[config.mk]
export PLATFORM = sky130hd
export DESIGN_NAME = palette_write_ctrl
export DESIGN_NICKNAME = d
export VERILOG_FILES = /design/src/rtl/palette_write_ctrl.sv
export SDC_FILE = /design/constraint.sdc
export NUM_CORES = 1
export LEC_CHECK = 0
export CAP_MARGIN = 25
export CORE_MARGIN = 10
export CORE_UTILIZATION = 30
export CTS_CLUSTER_DIAMETER = 120
export CTS_CLUSTER_SIZE = 20
export DETAILED_ROUTE_END_ITERATION = 8
export PLACE_DENSITY = 0.51
export SKIP_CTS_REPAIR_TIMING = 1
export SYNTH_ARGS = -nofsm -noshare
export SYNTH_HDL_FRONTEND = slang
export SYNTH_SLANG_ARGS = --single-unit
[constraint.sdc]
create_clock -name clk -period 2.05 [get_ports clk]
set_input_delay 0.205 -clock clk [delete_from_list [all_inputs] [get_ports clk]]
set_output_delay 0.205 -clock clk [all_outputs]
set_load 0.02 [all_outputs]
[src/rtl/palette_write_ctrl.sv]
// palette_write_ctrl: queues host palette writes and commits them during vertical blanking,
// and runs a full-palette zeroing sweep on request.
`default_nettype none

module palette_write_ctrl #(
  parameter int FIFO_DEPTH = 4,
  parameter int ADDR_W     = 10,
  parameter int DATA_W     = 16
) (
  input  logic                          clk,
  input  logic                          rst,
  input  logic                          host_valid,
  output logic                          host_ready,
  input  logic [ADDR_W-1:0]             host_addr,
  input  logic [DATA_W-1:0]             host_data,
  input  logic                          clear_req,
  output logic                          clear_busy,
  input  logic                          vblank,
  output logic                          mem_we,
  output logic [ADDR_W-1:0]             mem_addr,
  output logic [DATA_W-1:0]             mem_wdata,
  output logic [$clog2(FIFO_DEPTH):0]   fifo_count
);

  localparam int PTR_W = $clog2(FIFO_DEPTH);
  localparam int CNT_W = PTR_W + 1;
  localparam logic [CNT_W-1:0] FULL_CNT = CNT_W'(FIFO_DEPTH);

  localparam logic [1:0] ST_IDLE  = 2'd0;
  localparam logic [1:0] ST_DRAIN = 2'd1;
  localparam logic [1:0] ST_CLEAR = 2'd2;

  logic [1:0]        state_q, state_d;
  logic [PTR_W-1:0]  wr_ptr_q, wr_ptr_d;
  logic [PTR_W-1:0]  rd_ptr_q, rd_ptr_d;
  logic [CNT_W-1:0]  count_q, count_d;
  logic              pend_q, pend_d;
  logic [ADDR_W:0]   sweep_q, sweep_d;
  logic              we_q, we_d;
  logic [ADDR_W-1:0] addr_q, addr_d;
  logic [DATA_W-1:0] wdata_q, wdata_d;
  logic              busy_q, busy_d;

  logic [ADDR_W-1:0] fifo_addr_q [FIFO_DEPTH];
  logic [DATA_W-1:0] fifo_data_q [FIFO_DEPTH];

  logic push;
  logic pop;
  logic enter_clear;

  assign host_ready = (count_q != FULL_CNT);
  assign push       = host_valid && host_ready;

  always_comb begin
    state_d     = state_q;
    rd_ptr_d    = rd_ptr_q;
    sweep_d     = sweep_q;
    we_d        = 1'b0;
    addr_d      = addr_q;
    wdata_d     = wdata_q;
    busy_d      = busy_q;
    pop         = 1'b0;
    enter_clear = 1'b0;

    case (state_q)
      ST_IDLE: begin
        if (pend_q) begin
          enter_clear = 1'b1;
        end else if (vblank && (count_q != '0)) begin
          state_d = ST_DRAIN;
        end
      end
      ST_DRAIN: begin
        if (pend_q) begin
          enter_clear = 1'b1;
        end else if (vblank && (count_q != '0)) begin
          pop = 1'b1;
        end else begin
          state_d = ST_IDLE;
        end
      end
      ST_CLEAR: begin
        // Top bit of the sweep counter marks that address 2**ADDR_W-1 was already written.
        if (sweep_q[ADDR_W]) begin
          state_d = ST_IDLE;
          busy_d  = 1'b0;
          sweep_d = '0;
        end else begin
          we_d    = 1'b1;
          addr_d  = sweep_q[ADDR_W-1:0];
          wdata_d = '0;
          sweep_d = sweep_q + 1'b1;
        end
      end
      default: begin
        state_d = ST_IDLE;
      end
    endcase

    // Entering the sweep issues the address-0 write on the same edge.
    if (enter_clear) begin
      state_d = ST_CLEAR;
      busy_d  = 1'b1;
      we_d    = 1'b1;
      addr_d  = '0;
      wdata_d = '0;
      sweep_d = (ADDR_W+1)'(1);
    end

    if (pop) begin
      we_d     = 1'b1;
      addr_d   = fifo_addr_q[rd_ptr_q];
      wdata_d  = fifo_data_q[rd_ptr_q];
      rd_ptr_d = rd_ptr_q + 1'b1;
    end
  end

  always_comb begin
    wr_ptr_d = push ? (wr_ptr_q + 1'b1) : wr_ptr_q;

    case ({push, pop})
      2'b10:   count_d = count_q + 1'b1;
      2'b01:   count_d = count_q - 1'b1;
      default: count_d = count_q;
    endcase

    if (enter_clear) begin
      pend_d = 1'b0;
    end else if (clear_req && (state_q != ST_CLEAR)) begin
      pend_d = 1'b1;
    end else begin
      pend_d = pend_q;
    end
  end

  always_ff @(posedge clk or posedge rst) begin
    if (rst) begin
      state_q  <= ST_IDLE;
      wr_ptr_q <= '0;
      rd_ptr_q <= '0;
      count_q  <= '0;
      pend_q   <= 1'b0;
      sweep_q  <= '0;
      we_q     <= 1'b0;
      addr_q   <= '0;
      wdata_q  <= '0;
      busy_q   <= 1'b0;
    end else begin
      state_q  <= state_d;
      wr_ptr_q <= wr_ptr_d;
      rd_ptr_q <= rd_ptr_d;
      count_q  <= count_d;
      pend_q   <= pend_d;
      sweep_q  <= sweep_d;
      we_q     <= we_d;
      addr_q   <= addr_d;
      wdata_q  <= wdata_d;
      busy_q   <= busy_d;
    end
  end

  // Queue storage needs no reset: occupancy is tracked entirely by the pointers and count.
  always_ff @(posedge clk) begin
    if (push) begin
      fifo_addr_q[wr_ptr_q] <= host_addr;
      fifo_data_q[wr_ptr_q] <= host_data;
    end
  end

  assign mem_we     = we_q;
  assign mem_addr   = addr_q;
  assign mem_wdata  = wdata_q;
  assign clear_busy = busy_q;
  assign fifo_count = count_q;

endmodule

`default_nettype wire

---- Word-level counts from Yosys, hierarchy flattened ----
Memories as Yosys holds them, arrays and structs flattened.
Cells that the tools add are included.
Widths: inputs -> output; s select.
cells by class
  add/sub/neg operators ................... 5
  eq/ne operators ......................... 12
  multiplexer cells ....................... 35
  reduce and logical (&&, ||, !) cells .... 14
operators by type and width
  operator               count
  $mux 16                4
  $mux 10                4
  $mux 11                3
  $ne 3x3->1 const B     6
  $mux 1                 16
  $mux 2                 6
  $add 11x1->11 const B  1
  $reduce_bool 2->1      4
  $pmux 2 s3             1
  $pmux 3 s2             1
  $reduce_bool 3->1      2
  $reduce_and 5->1       1
  $add 2x1->2 const B    2
  $eq 2x1->1 const B     2
  $eq 2x2->1 const B     2
  $reduce_and 2->1       2
  $add 3x1->3 const B    1
  $logic_and 1x1->1      3
  $ne 3x1->1 const B     1
  $sub 3x1->3 const B    1
  $logic_not 2->1        1
  $ne 2x2->1 const B     1
  $reduce_or 2->1        1
word-level totals
  register bits after elaboration ......... 49
  RAM bits ................................ 104
  input bits .............................. 31
  output and inout port bits .............. 32
  memories kept ........................... 2
memories
  memory       depth  width  read ports  clocked after Yosys merged registers in  write ports  RTL line  text
  fifo_data_q  4      16     1           0                                        1            45        logic [DATA_W-1:0] fifo_data_q [FIFO_DEPTH];
  fifo_addr_q  4      10     1           0                                        1            44        logic [ADDR_W-1:0] fifo_addr_q [FIFO_DEPTH];

---- Logic depth before layout (Yosys ltp) ----
Gate-level depths: netlist of the first run.
  depth after elaboration ................. 7
  gate-level depth with buffers ........... 11
  depth with buffers taken out ............ 9

---- Least setup slack after synthesis of the first run ----
OpenSTA, ideal clock, no wires.
  path kind ............................... flip-flop to flip-flop
  from .................................... register count_q[0], in the netlist fifo_count[0]
  to ...................................... register count_q[2], in the netlist fifo_count[2]
  arrival ................................. 2.265 ns
  data required time ...................... 1.970 ns
  slack ................................... -0.295 ns
  cell stages (with the launch flop) ...... 10
  period minus slack after synthesis ...... 2.345 ns
  cell sequence ........................... dfrtp_1 or3b_1 and2_1 inv_1 ha_1 inv_1 fa_1 xor2_1 nor2_1 xor2_1
on the way
  elaborated cells between the ends (all ways) .. 13
RTL lines
  element                                          RTL line  text
  from (decl)                                      36        logic [CNT_W-1:0] count_q, count_d;
  from (signal assigned)                           152       count_q <= count_d;
  $ne 3x3->1 *                                     51        assign host_ready = (count_q != FULL_CNT);
  net host_ready                                   13        output logic host_ready,
  $logic_and 1x1->1 *                              52        assign push = host_valid && host_ready;
  $eq 2x1->1 or $eq 2x2->1 (tied branches)         121       case ({push, pop})
  $pmux 3 s2 or $reduce_bool 2->1 (tied branches)  n/a
The timed path passes the listed nets; every way through them passes the cells marked *.
A chain may end at the register's enable or synchronous reset.

---- Worst setup path after layout of the first run ----
  from .................................... register count_q[0], in the netlist fifo_count[0]
  to ...................................... register count_q[2], in the netlist fifo_count[2]
on the way
  word-level cells in the longest chain between the ends .. 7
  elaborated cells between the ends (all ways) .. 13
ends and longest elaborated chain
  element                                          RTL line  text
  $reduce_bool 3->1                                76        end else if (vblank && (count_q != '0)) begin
  $logic_and 1x1->1                                76
  $mux 1                                           76
  $mux 1                                           74        if (pend_q) begin
  $mux 1                                           65        case (state_q)
  $eq 2x1->1 or $eq 2x2->1 (tied branches)         121
  $pmux 3 s2 or $reduce_bool 2->1 (tied branches)  n/a
Parallel ways exist; a longest one is shown, timed or not.

==> impl_metrics.env, run 1 <==
export IMPL_outcome="finished clean"
export IMPL_ys_types=53
export IMPL_initial_utilization_pct=30.6
export IMPL_syn_area_um2=6240
export IMPL_routed_wl_mm=14.1
export IMPL_hold_path_class="input port to asynchronous set/reset pin"
export IMPL_slowest_stage="dfrtp_2"
export IMPL_drv_cap=0
export IMPL_min_period_ps=2000
export IMPL_clk_pin_slew_ps=60
export IMPL_worstSetupEndpointType="register"
export IMPL_std_cell_rows=52
export IMPL_cts_buffers=17
export IMPL_grt_pass1_vias=3962
export IMPL_final_common_cell="edfxtp_1"
export IMPL_cts_root_buf="clkbuf_16"
export IMPL_antenna_found_initial=1
export IMPL_dp_hpwl_mm=8.87
export IMPL_drtPass1Iterations=4
export IMPL_drt_drc_violations_left=0
export IMPL_core_area_um2=20400
export IMPL_cp_required_ps=2360
export IMPL_cp_data_arrival_time_ps=2310
export IMPL_hold_viol=0
export IMPL_crit_fanout=3
export IMPL_syn_to_final_growth_pct=26.9
export IMPL_syn_num_nets=409
export IMPL_clkLatencyLatePin_ps=420
export IMPL_regArea_um2=4350
export IMPL_vias=3591
export IMPL_relSlewSlack_pct=70.2
export IMPL_crit_buf_inv=2
export IMPL_grt_pass1_wl_mm=22.8
export IMPL_startpoint_type="register"
export IMPL_die_w_um=164
export IMPL_peakVddDrop_mv=0.624
export IMPL_h_tree_depth=4
export IMPL_slowest_delay_ps=410
export IMPL_clockBufferDepth=2
export IMPL_rsz0062_at_grt="true"
export IMPL_fp_dieH_um=164
export IMPL_timing_final_ws_setup_ps=48.1
export IMPL_routabilityCongestion=0.766
export IMPL_drive_gt1_share_pct=22.2
export IMPL_io_buffers=62
export IMPL_cts_sinks=153
export IMPL_cts_tree="yes"
export IMPL_cpMostUsedCell="xor2_1"
export IMPL_critical_path_top_delay_family="simple AND/OR/NAND/NOR gates"
export IMPL_vias_per_cell=4.87
export IMPL_drt_initial_drc_count=198
export IMPL_slew_viol_final=0
export IMPL_final_nets=493
export IMPL_multiInputGateArea_um2=1730
export IMPL_pre_cts_ws_ps=-164
export IMPL_tightest_slew_ps=447
export IMPL_grt_max_degree=50
export IMPL_ff2ff_setup_slack_ps=50
export IMPL_max_freq_mhz=500
export IMPL_p_per_area_nw_per_um2=1270
export IMPL_syn_area_per_cell_um2=16.8
export IMPL_gr_total_overflow=0
export IMPL_ys_async_sr_fraction_pct=32.0
export IMPL_io_pins=63
export IMPL_ys_seq_elements=153
export IMPL_utilization_pct=38.9
export IMPL_nFillCells=1883
export IMPL_wire_per_inst_um=19.0
export IMPL_timing_hold_ws_ps=144
export IMPL_ys_flop_type="edfxtp_1"
export IMPL_path_cells="or3b_4 > and2_4 > inv_4 > ha_4 > inv_2 > fa_2 > xor2_1 > nor2_1 > xor2_1"
export IMPL_die_area_um2=27000
export IMPL_yosysSeqAreaShare_pct=69.7
export IMPL_setup_violations=0
export IMPL_grt_usage_pct=11.1
export IMPL_worst_clock_skew_ps=14.4
export IMPL_drtAntennaViolNets=0
export IMPL_ys_warn_count=0
export IMPL_synth_edf_count=104
export IMPL_power_leakage_nw=2.94
export IMPL_postSynthCellCount=371
export IMPL_num_antenna_cells=0
export IMPL_mostFrequentLayoutCells="104 x edfxtp_1, 61 x clkdlybuf4s50_1, 45 x dfrtp_1"
export IMPL_worst_setup_path_type="register to register"
export IMPL_fin_crit_sh_pct=97.7
==> through the flow <==
step                TNS (ps)  power [mW]  instance area (µm²)  instances
floorplan              -49.4        6.08                 6260        371
global placement        -191        7.08                 7320        704
detailed placement      -194        7.17                 7320        704
CTS                     -103        10.2                 7890        736
global route           -9.42        10.6                 7910        738
finish                     0        10.1                 7910        738
==> worst min-delay path, delay by kind of cell <==
| family | cells | cell delay, ps |
|---|---|---|
| buffers and inverters | 3 | 740 |
==> cell usage after synthesis (2+ instances only) <==
library cell	instances	share of area, %
xor2_1	2	0.28
and3_1	23	2.3
a22oi_1	3	0.36
nor3b_1	3	0.36
nand3_1	24	1.9
mux4_1	6	2.5
a31o_1	6	0.84
a21o_1	2	0.24
o21a_1	2	0.24
o221ai_1	2	0.28
ha_1	6	1.2
a2bb2oi_1	2	0.28
mux4_2	20	7.2
xnor2_1	4	0.56
nor3_1	2	0.16
nand2b_1	2	0.20
o21ai_0	5	0.40
dfrtp_1	49	20
nand2_1	10	0.60
and4_1	2	0.28
nor4b_1	2	0.28
a21oi_1	4	0.32
o22ai_1	2	0.20
or3b_1	2	0.28
buf_2	10	0.80
a22o_1	2	0.28
or3_1	2	0.20
a31oi_1	3	0.30
a31o_2	10	1.4
buf_6	4	0.72
inv_1	11	0.66
clkbuf_1	8	0.48
edfxtp_1	104	50
nor2_1	5	0.30
o211ai_1	7	0.84
nand4_1	3	0.30
==> metal layers <==
| layer | up-vias | routed length, µm | track usage [%] |
|---|---|---|---|
| li1 | 1640 | - | - |
| met1 | 1840 | 5830 | 13.0 |
| met2 | 96 | 7220 | 18.6 |
| met3 | 13 | 903 | 3.95 |
| met4 | 2 | 73 | 3.21 |
| met5 | - | 17 | 0 |
==> area by class of cell <==
cell class	instances	share of cell area, %
inverters	12	0.632
well taps	270	4.27
clock inverters	13	1.72
clock buffers	19	5.47
repair buffers	89	11.1
multi-input cells	182	21.8
flip-flops and latches	153	55.0
==> path summary, 6_finish.rpt <==
path | from | end | cells after the start
setup / recovery | fifo_count[0]$_DFFE_PP0P_ | fifo_count[2]$_DFFE_PP0P_ | 9
hold / removal | rst | clear_busy$_DFFE_PP0P_ | 3
setup reg to reg | fifo_count[0]$_DFFE_PP0P_ | fifo_count[2]$_DFFE_PP0P_ | 9
hold reg to reg | mem_wdata[4]$_DFFE_PP0P_ | mem_wdata[4]$_DFFE_PP0P_ | 1
max in group asynchronous | rst | rd_ptr_q[0]$_DFFE_PP0P_ | 3
min in group clk | host_data[7] | fifo_data_q[1][7]$_DFFE_PP_ | 1
==> flip-flops by register name (all words and copies together) (netlist names) <==
| signal | flops |
|---|---|
| fifo_data_q | 64 |
| fifo_addr_q | 40 |
| mem_wdata | 16 |
| sweep_q | 11 |
| mem_addr | 10 |
| fifo_count | 3 |
| rd_ptr_q | 2 |
| state_q | 2 |
| wr_ptr_q | 2 |
| clear_busy | 1 |
| mem_we | 1 |
| pend_q | 1 |
==> report_power, final <==
group	internal (mW)	switching, mW
combinational	1.29	1.51
clock	1.71	1.30
sequential	3.97	0.270
==> cell families after synthesis <==
group / synth area share, %
xor gates and xnor gates: 0.843
AOI/OAI and AO/OA: 6.42
adders and majority gates: 1.52
muxes: 10.1
DFF: 69.7
and+or+nand+nor: 8.21
buffers and inverters: 3.17
Power figures use the tool's default switching activity.
==> inputs of run 2 (changes only) <==
--- a/config.mk
+++ b/config.mk
@@ -12,6 +12,7 @@
 export CTS_CLUSTER_SIZE = 20
 export DETAILED_ROUTE_END_ITERATION = 8
 export PLACE_DENSITY = 0.51
+export RECOVER_POWER = 25
 export SKIP_CTS_REPAIR_TIMING = 1
 export SYNTH_ARGS = -nofsm -noshare
 export SYNTH_HDL_FRONTEND = slang
==> impl_metrics.env, run 2 (synthesis gave the netlist of run 1 again) <==
export IMPL_drt_drc_violations_left=0
export IMPL_io_buffers=62
export IMPL_p_per_area_nw_per_um2=1270
export IMPL_startpoint_type="register"
export IMPL_worstSetupEndpointType="register"
export IMPL_final_nets=493
export IMPL_final_common_cell="edfxtp_1"
export IMPL_slowest_delay_ps=410
export IMPL_placed_area_um2=7320
export IMPL_grt_max_degree=50
export IMPL_std_cell_rows=52
export IMPL_timing_hold_ws_ps=421
export IMPL_drtPass1Iterations=4
export IMPL_critical_path_top_delay_family="simple AND/OR/NAND/NOR gates"
export IMPL_crit_fanout=3
export IMPL_io_pins=63
export IMPL_clockBufferDepth=2
export IMPL_relSlewSlack_pct=10.2
export IMPL_setup_tns_ps=0
export IMPL_max_freq_mhz=499
export IMPL_wire_per_inst_um=19.1
export IMPL_die_w_um=164
export IMPL_vias_per_cell=4.90
export IMPL_drive_gt1_share_pct=22.0
export IMPL_routabilityCongestion=0.766
export IMPL_antenna_found_initial=2
export IMPL_mostFrequentLayoutCells="104 x edfxtp_1, 49 x clkdlybuf4s50_1, 45 x dfrtp_1"
export IMPL_clk_pin_slew_ps=70
export IMPL_grt_usage_pct=11.1
export IMPL_syn_to_final_growth_pct=26.7
export IMPL_setup_violations=0
export IMPL_cp_data_arrival_time_ps=2300
export IMPL_hold_path_class="input port to register"
export IMPL_top_register="fifo_data_q"
export IMPL_cpMostUsedCell="xor2_1"
export IMPL_initial_utilization_pct=30.6
export IMPL_dp_hpwl_mm=8.87
export IMPL_largest_reg_flops=64
export IMPL_path_cells="or3b_4 > and2_4 > inv_4 > ha_4 > inv_2 > fa_2 > xor2_1 > nor2_1 > xor2_1"
export IMPL_crit_buf_inv=2
export IMPL_outcome="finished clean"
export IMPL_grt_pass1_wl_mm=22.8
export IMPL_power_leakage_nw=2.94
export IMPL_cp_required_ps=2350
export IMPL_fin_crit_sh_pct=97.8
export IMPL_min_period_ps=2000
export IMPL_tightest_slew_ps=1350
export IMPL_final_area_um2=7900
export IMPL_cts_sinks=153
export IMPL_p_total_mw=10.1
export IMPL_cts_tree="yes"
export IMPL_slowest_stage="dfrtp_2"
export IMPL_drtAntennaViolNets=0
export IMPL_drv_cap=0
export IMPL_die_area_um2=27000
export IMPL_worst_setup_path_type="register to register"
export IMPL_worst_clock_skew_ps=11.3
export IMPL_utilization_pct=38.8
export IMPL_gr_total_overflow=0
export IMPL_grt_pass1_vias=3962
export IMPL_fp_dieH_um=164
export IMPL_core_area_um2=20400
export IMPL_slew_viol_final=0
export IMPL_h_tree_depth=4
export IMPL_routed_wl_mm=14.1
export IMPL_vias=3613
export IMPL_rsz0062_at_grt="true"
export IMPL_drt_initial_drc_count=186
export IMPL_hold_viol=0
export IMPL_num_antenna_cells=0
export IMPL_clkLatencyLatePin_ps=420
export IMPL_cts_root_buf="clkbuf_16"
export IMPL_peakVddDrop_mv=0.624
export IMPL_cts_buffers=17
run 2: path summary, 6_finish.rpt:
path | startpoint | end | slack (ps) | cells after the start
hold reg to reg | mem_wdata[0]$_DFFE_PP0P_ | mem_wdata[0]$_DFFE_PP0P_ | 510 | 1
min in group asynchronous | rst | clear_busy$_DFFE_PP0P_ | 660 | 3
setup / recovery | fifo_count[0]$_DFFE_PP0P_ | fifo_count[2]$_DFFE_PP0P_ | 50 | 9
max in group asynchronous | rst | rd_ptr_q[0]$_DFFE_PP0P_ | 460 | 3
setup reg to reg | fifo_count[0]$_DFFE_PP0P_ | fifo_count[2]$_DFFE_PP0P_ | 50 | 9
hold / removal | host_data[0] | fifo_data_q[1][0]$_DFFE_PP_ | 420 | 1
run 2: cell type report:
type / instances / area (µm²)
multi-input cells: 182 / 1730
repair buffers: 89 / 861
clock inverters: 13 / 136
well taps: 270 / 338
clock buffers: 19 / 433
inverters: 12 / 50.0
fillers: 1884 / 12500
flip-flops and latches: 153 / 4350
run 2: metal layers:
| metal | up-vias | track usage, % | wire, µm |
|---|---|---|---|
| met5 | - | 0 | 17 |
| met4 | 2 | 3.21 | 143 |
| met3 | 22 | 3.95 | 806 |
| met2 | 78 | 18.6 | 7130 |
| met1 | 1874 | 13.0 | 6040 |
| li1 | 1637 | - | - |
run 2: stage by stage:
stage,setup slack (ps),std cells
2_1_floorplan,-49.4,371
3_3_place_gp,-159,704
3_5_place_dp,-164,704
4_1_cts,-103,736
5_1_grt,-9.42,738
6_report,45.8,738
run 2: power breakdown:
group          leakage (nW)  internal [mW]  switching, mW
sequential             1.59           3.97          0.270
combinational          1.07           1.29           1.52
clock                 0.274           1.71           1.30
total                  2.94           6.96           3.09
==> inputs of run 3 (changes only) <==
--- a/config.mk
+++ b/config.mk
@@ -11,7 +11,8 @@
 export CTS_CLUSTER_DIAMETER = 120
 export CTS_CLUSTER_SIZE = 20
 export DETAILED_ROUTE_END_ITERATION = 8
-export PLACE_DENSITY = 0.51
+export HOLD_SLACK_MARGIN = 0.1
+export PLACE_DENSITY_LB_ADDON = 0.1
 export RECOVER_POWER = 25
 export SKIP_CTS_REPAIR_TIMING = 1
 export SYNTH_ARGS = -nofsm -noshare
==> impl_metrics.env, run 3 (synthesis gave the netlist of run 1 again) <==
export IMPL_final_common_cell="edfxtp_1"
export IMPL_hold_viol=0
export IMPL_die_w_um=164
export IMPL_mostFrequentLayoutCells="104 x edfxtp_1, 45 x dfrtp_1, 42 x clkdlybuf4s50_1"
export IMPL_switchingPower_mw=3.03
export IMPL_p_per_area_nw_per_um2=1310
export IMPL_final_nets=493
export IMPL_power_frac_comb_pct=27.1
export IMPL_worst_setup_path_type="register to register"
export IMPL_slowest_stage="dfrtp_2"
export IMPL_std_cell_rows=52
export IMPL_worstSetupEndpointType="register"
export IMPL_crit_fanout=2
export IMPL_die_area_um2=27000
export IMPL_drt_drc_violations_left=0
export IMPL_vias=3606
export IMPL_drv_cap=0
export IMPL_core_area_um2=20400
export IMPL_startpoint_type="register"
export IMPL_cts_buffers=17
export IMPL_h_tree_depth=4
export IMPL_tightest_slew_ps=783
export IMPL_gr_total_overflow=0
export IMPL_p_int_mw=7.43
export IMPL_relSlewSlack_pct=47.7
export IMPL_setup_violations=0
export IMPL_path_cells="or3b_4 > and2_4 > inv_4 > ha_4 > inv_2 > fa_2 > xor2_1 > nor2_1 > xor2_1"
export IMPL_power_leakage_nw=2.98
export IMPL_final_area_um2=7980
export IMPL_pwr_share_clk_pct=32.5
export IMPL_drt_initial_drc_count=171
export IMPL_syn_to_final_growth_pct=27.9
export IMPL_dp_cells=706
export IMPL_startpoint="fifo_count[1]$_DFFE_PP0P_"
export IMPL_clkLatencyLatePin_ps=420
export IMPL_slowest_delay_ps=400
export IMPL_top_register="fifo_data_q"
export IMPL_r2r_start="fifo_count[1]$_DFFE_PP0P_"
export IMPL_drive_gt1_share_pct=21.6
export IMPL_timing_hold_ws_ps=379
export IMPL_grt_pass1_vias=3896
export IMPL_hold_path_class="input port to asynchronous set/reset pin"
export IMPL_drtAntennaViolNets=0
export IMPL_outcome="finished clean"
export IMPL_grt_pass1_wl_mm=22.8
export IMPL_setup_tns_ps=0
export IMPL_worst_clock_skew_ps=9.42
export IMPL_min_period_ps=1990
export IMPL_peakVddDrop_mv=0.621
export IMPL_slew_viol_final=0
export IMPL_grt_usage_pct=11.3
export IMPL_cp_num_cells=9
export IMPL_grt_max_degree=35
export IMPL_max_freq_mhz=503
export IMPL_drtPass1Iterations=6
export IMPL_reg2regPathDepth=9
export IMPL_wire_per_inst_um=19.6
export IMPL_crit_buf_inv=2
export IMPL_rsz0062_at_grt="true"
export IMPL_fin_cells=739
export IMPL_vias_per_cell=4.88
export IMPL_switching_share_pct=28.9
export IMPL_placed_area_um2=7330
export IMPL_cpMostUsedCell="xor2_1"
export IMPL_initial_utilization_pct=30.6
export IMPL_largest_reg_flops=64
export IMPL_fin_crit_sh_pct=97.1
export IMPL_clockBufferDepth=2
export IMPL_fp_dieH_um=164
export IMPL_cp_required_ps=2390
export IMPL_cts_tree="yes"
export IMPL_critical_path_top_delay_family="simple AND/OR/NAND/NOR gates"
export IMPL_antenna_found_initial=1
export IMPL_routed_wl_mm=14.5
export IMPL_ff2ff_setup_slack_ps=60
export IMPL_io_buffers=62
export IMPL_cp_data_arrival_time_ps=2330
export IMPL_nFillCells=1876
export IMPL_cts_root_buf="clkbuf_16"
export IMPL_io_pins=63
export IMPL_routabilityCongestion=0.766
export IMPL_clk_pin_slew_ps=60
export IMPL_pwr_share_seq_pct=40.4
export IMPL_cts_sinks=153
export IMPL_dp_hpwl_mm=9.31
[run 3: cell count changes in the layout (fill, tap and decap cells not counted), sizes merged]
cell / delta
diode: +1
inv: -4
buf: +1
bufinv: +4
dlygate4sd3: +7
clkinv: -1
clkdlybuf4s50: -7
[run 3: final timing paths]
check                                             to
setup / recovery           fifo_count[2]$_DFFE_PP0P_
hold / removal             mem_wdata[10]$_DFFE_PP0P_
setup reg to reg           fifo_count[2]$_DFFE_PP0P_
hold reg to reg            fifo_count[2]$_DFFE_PP0P_
max in group asynchronous  fifo_count[0]$_DFFE_PP0P_
min in group clk                  pend_q$_DFFE_PP0P_
[run 3: power groups by stage]
stage | clock [mW] | sequential (mW) | combinational [mW]
after floorplan | 0 | 4.32 | 1.76
after global placement | 0 | 4.28 | 2.91
after detailed placement | 0 | 4.30 | 2.91
after CTS | 3.48 | 4.24 | 2.92
after global routing | 3.62 | 4.29 | 3.12
final | 3.40 | 4.23 | 2.83
[run 3: area by class of cell]
type | count | area (µm²) | area share [%]
Antenna cell | 1 | 2.50 | 0.0314
Clock buffer | 20 | 447 | 5.60
Clock inverter | 12 | 195 | 2.45
Inverter | 12 | 50.0 | 0.627
Multi-Input combinational cell | 182 | 1730 | 21.6
Sequential cell | 153 | 4350 | 54.6
Tap cell | 270 | 338 | 4.24
Timing Repair Buffer | 89 | 863 | 10.8
[run 3: worst register-to-register path: cells and delay by family, from the launching register on]
family | cells | cell delay, ps
simple gates | 3 | 670
fa+ha+maj | 2 | 460
flops | 1 | 400
xor+xnor | 2 | 300
buf+inv | 2 | 80
[run 3: stage by stage]
stage / worst slack [ps] / util [%] / power [mW]
floorplan: -49.4 / - / 6.08
finish: 60.2 / 39.2 / 10.5
detailed placement: -198 / 36.0 / 7.21
global route: -36.3 / 39.2 / 11.0
global placement: -172 / 36.0 / 7.19
CTS: -104 / 39.1 / 10.6
[run 3: per-layer routing]
| metal | global-route usage [%] | vias up | wire length (µm) |
|---|---|---|---|
| li1 | - | 1638 | - |
| met1 | 14.3 | 1893 | 6550 |
| met2 | 18.3 | 61 | 7200 |
| met3 | 3.03 | 14 | 577 |
| met4 | 3.78 | 0 | 188 |
| met5 | 0 | - | 0 |
